`config.mk`:
```
export PLATFORM = sky130hd
export DESIGN_NAME = surf6_fwu_writer
export DESIGN_NICKNAME = d
export VERILOG_FILES = /design/src/rtl/surf6_fwu_pkg.sv /design/src/rtl/surf6_fwu_writer.sv
export SDC_FILE = /design/constraint.sdc
export NUM_CORES = 1
export LEC_CHECK = 0
export BUFFER_PORTS_ARGS = -buffer_cell sky130_fd_sc_hd__clkbuf_2
export CAP_MARGIN = 20
export CELL_PAD_IN_SITES_DETAIL_PLACEMENT = 1
export CELL_PAD_IN_SITES_GLOBAL_PLACEMENT = 2
export CORE_UTILIZATION = 30
export CTS_BUF_LIST = sky130_fd_sc_hd__clkbuf_8 sky130_fd_sc_hd__clkbuf_16
export DETAILED_ROUTE_END_ITERATION = 6
export PLACE_DENSITY = 0.72
export SYNTH_ARGS = -nofsm -noshare
export SYNTH_HDL_FRONTEND = slang
export SYNTH_SLANG_ARGS = --single-unit
```
`constraint.sdc`:
```
create_clock -name sysclk_i -period 4.2 [get_ports sysclk_i]
set_input_delay 0.63 -clock sysclk_i [delete_from_list [all_inputs] [get_ports sysclk_i]]
set_output_delay 0.63 -clock sysclk_i [all_outputs]
set_load 0.05 [all_outputs]
```
`src/rtl/surf6_fwu_pkg.sv`:
```
// Shared types for the firmware-update writer: FSM state encoding and byte width.
package surf6_fwu_pkg;

    localparam int FWU_DAT_W = 8;

    typedef enum logic [1:0] {
        FILL      = 2'd0,
        MARK_WAIT = 2'd1,
        MARK      = 2'd2
    } fwu_state_t;

endpackage

```
`src/rtl/surf6_fwu_writer.sv`:
```
// Firmware-update writer: fills a 2-bank ping-pong BRAM from the command decoder and
// hands a filled bank to the PS with a one-cycle mark pulse once the PS has released the previous one.
//
//   state     | meaning
//   ----------+-----------------------------------------------------------------
//   FILL      | accepting bytes into the current bank; mark request closes it
//   MARK_WAIT | bank closed, waiting for the PS to drop fw_pending_i; bytes dropped
//   MARK      | one-cycle handover: fw_mark_o high, new bank active, bytes dropped
module surf6_fwu_writer
    import surf6_fwu_pkg::*;
#(
    parameter int BANK_AW = 12
) (
    input  logic                 sysclk_i,
    input  logic                 sysrst_n_i,
    input  logic [FWU_DAT_W-1:0] fw_dat_i,
    input  logic                 fw_dat_valid_i,
    input  logic                 fw_mark_req_i,
    input  logic                 fw_pending_i,
    output logic                 bram_we_o,
    output logic [BANK_AW:0]     bram_addr_o,
    output logic [FWU_DAT_W-1:0] bram_dat_o,
    output logic                 fw_wr_o,
    output logic                 fw_mark_o,
    output logic                 fw_bank_o,
    output logic [BANK_AW:0]     fw_len_o,
    output logic                 fw_overflow_o,
    output logic                 fw_markerr_o
);

    fwu_state_t         state;
    logic [BANK_AW:0]   count;
    logic               bank_full;
    logic               byte_ok;

    // count saturates at exactly 2**BANK_AW, so its MSB alone flags a full bank
    assign bank_full = count[BANK_AW];
    assign byte_ok   = (state == FILL) && fw_dat_valid_i && !bank_full;

    always_ff @(posedge sysclk_i or negedge sysrst_n_i) begin
        if (!sysrst_n_i) begin
            state         <= FILL;
            count         <= '0;
            bram_we_o     <= 1'b0;
            bram_addr_o   <= '0;
            bram_dat_o    <= '0;
            fw_wr_o       <= 1'b0;
            fw_mark_o     <= 1'b0;
            fw_bank_o     <= 1'b0;
            fw_len_o      <= '0;
            fw_overflow_o <= 1'b0;
            fw_markerr_o  <= 1'b0;
        end else begin
            bram_we_o <= 1'b0;
            fw_wr_o   <= 1'b0;
            fw_mark_o <= 1'b0;
            case (state)
                FILL: begin
                    if (byte_ok) begin
                        bram_we_o   <= 1'b1;
                        fw_wr_o     <= 1'b1;
                        bram_addr_o <= {fw_bank_o, count[BANK_AW-1:0]};
                        bram_dat_o  <= fw_dat_i;
                        count       <= count + 1'b1;
                    end else if (fw_dat_valid_i) begin
                        fw_overflow_o <= 1'b1;
                    end
                    // a byte arriving with the mark is already part of the closed bank
                    if (fw_mark_req_i) begin
                        if ((count != '0) || byte_ok) begin
                            state <= MARK_WAIT;
                        end else begin
                            fw_markerr_o <= 1'b1;
                        end
                    end
                end
                MARK_WAIT: begin
                    if (fw_dat_valid_i) begin
                        fw_overflow_o <= 1'b1;
                    end
                    // length and new bank are presented together with the mark pulse
                    if (!fw_pending_i) begin
                        state     <= MARK;
                        fw_mark_o <= 1'b1;
                        fw_len_o  <= count;
                        fw_bank_o <= ~fw_bank_o;
                        count     <= '0;
                    end
                end
                MARK: begin
                    if (fw_dat_valid_i) begin
                        fw_overflow_o <= 1'b1;
                    end
                    state <= FILL;
                end
                default: state <= FILL;
            endcase
        end
    end

endmodule

```
==> flow_summary.json <==
{
  "synth_warnings": 0,
  "seq_area_frac_synth": 0.5980,
  "grt.total_usage": 0.1457,
  "peakVddDrop_uv": 244.9,
  "min_path_type": "input port to async pin",
  "leakagePower_nw": 1.437,
  "cap_violations": 0,
  "fmax_mhz": 480.0,
  "setup_ws_ns": 2.117,
  "routabilityCongestion": 0.7713,
  "drtIter0Drc": 67,
  "numCtsBuffers": 5,
  "wl_per_cell_microns": 13.72,
  "grt_pass1_wl_mm": 8.769,
  "grt_max_degree": 55,
  "fp.dieH_microns": 88.79,
  "setup_viol": 0,
  "clock_latency_ns": 0.30,
  "core_sq_um": 7253,
  "clock_skew_ns": 0.009430,
  "num_rows": 31,
  "worstSetupPathType": "flip-flop to flip-flop",
  "ioPinCount": 53,
  "cts_sinks": 54,
  "die_w_microns": 88.79,
  "r2r_cells": 5,
  "worstPathRequired_ns": 4.44,
  "rrSetupSlack_ns": 2.12,
  "grt_pass1_vias": 1767,
  "synth.top_cell.area_share": 0.5980,
  "cts-root-buf": "clkbuf_8",
  "synthCells": 241,
  "drtPass1Iterations": 4,
  "start_kind": "flip-flop",
  "hpwlAfterDp_mm": 3.573,
  "dieArea_sq_um": 7884,
  "critPathArrivalTime_ns": 2.33,
  "detail-route-antenna-nets": 0,
  "synth.distinct_cells": 29,
  "vias": 1781,
  "post-route-period-util": 0.4960,
  "start_util": 0.3115,
  "timing.slew.headroom": 0.5346,
  "clk_pin_slew_worst_paths_ns": 0.09,
  "area_delta_synth_final_pct": 19.77,
  "syn_area_per_cell_sq_um": 9.376,
  "pre_cts_ws_ns": 1.960,
  "status": "finished, final reports clean",
  "cts_buffer_depth": 2,
  "ys_ff_latch": 54,
  "post_cts_buffers": 0,
  "slew_violations": 0,
  "rr_startpoint": "count[1]",
  "cts_tree": "yes",
  "synth-async-reset-ratio": 1.000,
  "rsz0062_at_grt": "no",
  "synth_edf_count": 0,
  "drive_gt1_frac": 0.2273,
  "portBuffers": 52,
  "yosys_most_used_dff": "dfrtp_1",
  "synth_area_leaders": "dfrtp_1, nand2_1, mux2i_1",
  "antenna_found_initial": 0,
  "tns_ns": 0,
  "grt-ovfl-total": 0,
  "min_period_ns": 2.083,
  "h-tree-depth": 2,
  "synth.most_common_cell": "nand2_1",
  "antenna_cells": 0,
  "nets": 301,
  "syn_area_sq_um": 2260,
  "path_max_fanout": 5,
  "final-hold-violation-count": 0,
  "hold_buffers": 0,
  "post_cts_resized": 0,
  "tightestPinTransition_ns": 0.6981,
  "powerDensity_nw_per_um2": 659.9,
  "avgViaCountPerCell": 4.626,
  "synthTopCellsByCount": "nand2_1, dfrtp_1, clkbuf_1, mux2i_1, o21ai_0",
  "wirelength_mm": 5.284,
  "yosys.area.top_type": "dfrtp_1",
  "route.detailed.drc": 0,
  "end_kind": "flip-flop",
  "synth_nets": 256,
  "worstReg2RegEnd": "fw_markerr_o"
}
-- per-layer routing --
metal  wire [microns]  vias up  GRT usage
met1             2600      867     0.1969
met3              204        7    0.03358
met4               78        0    0.03959
met2             2401       40     0.2350
li1                 -      867          -
met5                0        -          0
-- registers in the layout, indices dropped and copies added, names as in the netlist --
| name | count |
|---|---|
| bram_addr_o | 13 |
| bram_dat_o | 8 |
| count | 13 |
| fw_bank_o | 1 |
| fw_len_o | 13 |
| fw_mark_o | 1 |
| fw_markerr_o | 1 |
| fw_overflow_o | 1 |
| fw_wr_o | 1 |
| state | 2 |
-- cell type report --
| class | instances | area (sq um) |
|---|---|---|
| clock buffers | 6 | 82.58 |
| clock inverters | 1 | 30.03 |
| fillers | 878 | 4547 |
| inverters | 7 | 26.28 |
| multi-input cells | 163 | 809.5 |
| flip-flops and latches | 54 | 1351 |
| well taps | 99 | 123.9 |
| repair buffers | 55 | 282.8 |
-- report_power, final --
part	switching [W]	internal, W
clock network	0.000162	0.000191
registers	0.0000900	0.000631
logic	0.000560	0.000151
total	0.000812	0.000974
-- worst max-delay path, stage by stage, from the launching register on --
cell,delay (ns)
dfrtp_1,0.44
inv_1,0.15
ha_1,0.20
or4b_2,0.60
nor4_1,0.44
a21o_1,0.19
-- kinds of logic (layout without fill, tap and decap cells) --
| family | count (synthesis) | after routing | share of synthesized area |
|---|---|---|---|
| flip-flops | 54 | 54 | 0.5980 |
| AND/OR/NAND/NOR | 135 | 135 | 0.2597 |
| multiplexers | 9 | 9 | 0.03987 |
| XOR/XNOR | 1 | 1 | 0.003877 |
| buffers and inverters | 24 | 69 | 0.04375 |
| adder cells (fa/ha/maj) | 2 | 2 | 0.01107 |
| AO/OA/AOI/OAI | 16 | 16 | 0.04374 |
-- cell usage in the layout (no fill, tap or decap), types with 2 or more instances in the layout --
master,n
buf_4,3
clkbuf_2,52
clkbuf_8,6
dfrtp_1,54
ha_1,2
inv_1,6
mux2i_1,9
nand2_1,105
nand2b_1,5
nand3_1,4
nand4_1,4
nor3_1,3
nor4_1,6
o21ai_0,7
o21ai_1,2
o31ai_1,2
or3_1,2
or4_1,3
-- metrics by stage --
stage                     hold slack, ns  cell area, sq um    util  cells  total power [W]
final                             0.4481              2706  0.3731    385         0.001786
after floorplan                   0.3344              2260       -    241         0.001271
after global routing              0.4907              2706  0.3731    385         0.001900
after detailed placement          0.4474              2594  0.3576    378         0.001455
after global placement            0.4426              2594  0.3576    378         0.001444
after CTS                         0.4685              2706  0.3731    385         0.001815
-- how the worst max path moves through the flow --
stage,from,end,slack (ns),depth (start not counted)
after floorplan,fw_dat_valid_i,count[5],2.35,5
after global placement,fw_dat_valid_i,count[3],2.01,6
after detailed placement,fw_dat_valid_i,count[3],1.96,6
after CTS,count[1],fw_markerr_o,2.14,5
after global routing,count[1],fw_markerr_o,2.06,5
final,count[1],fw_markerr_o,2.12,5
Power figures use the tool's default switching activity.
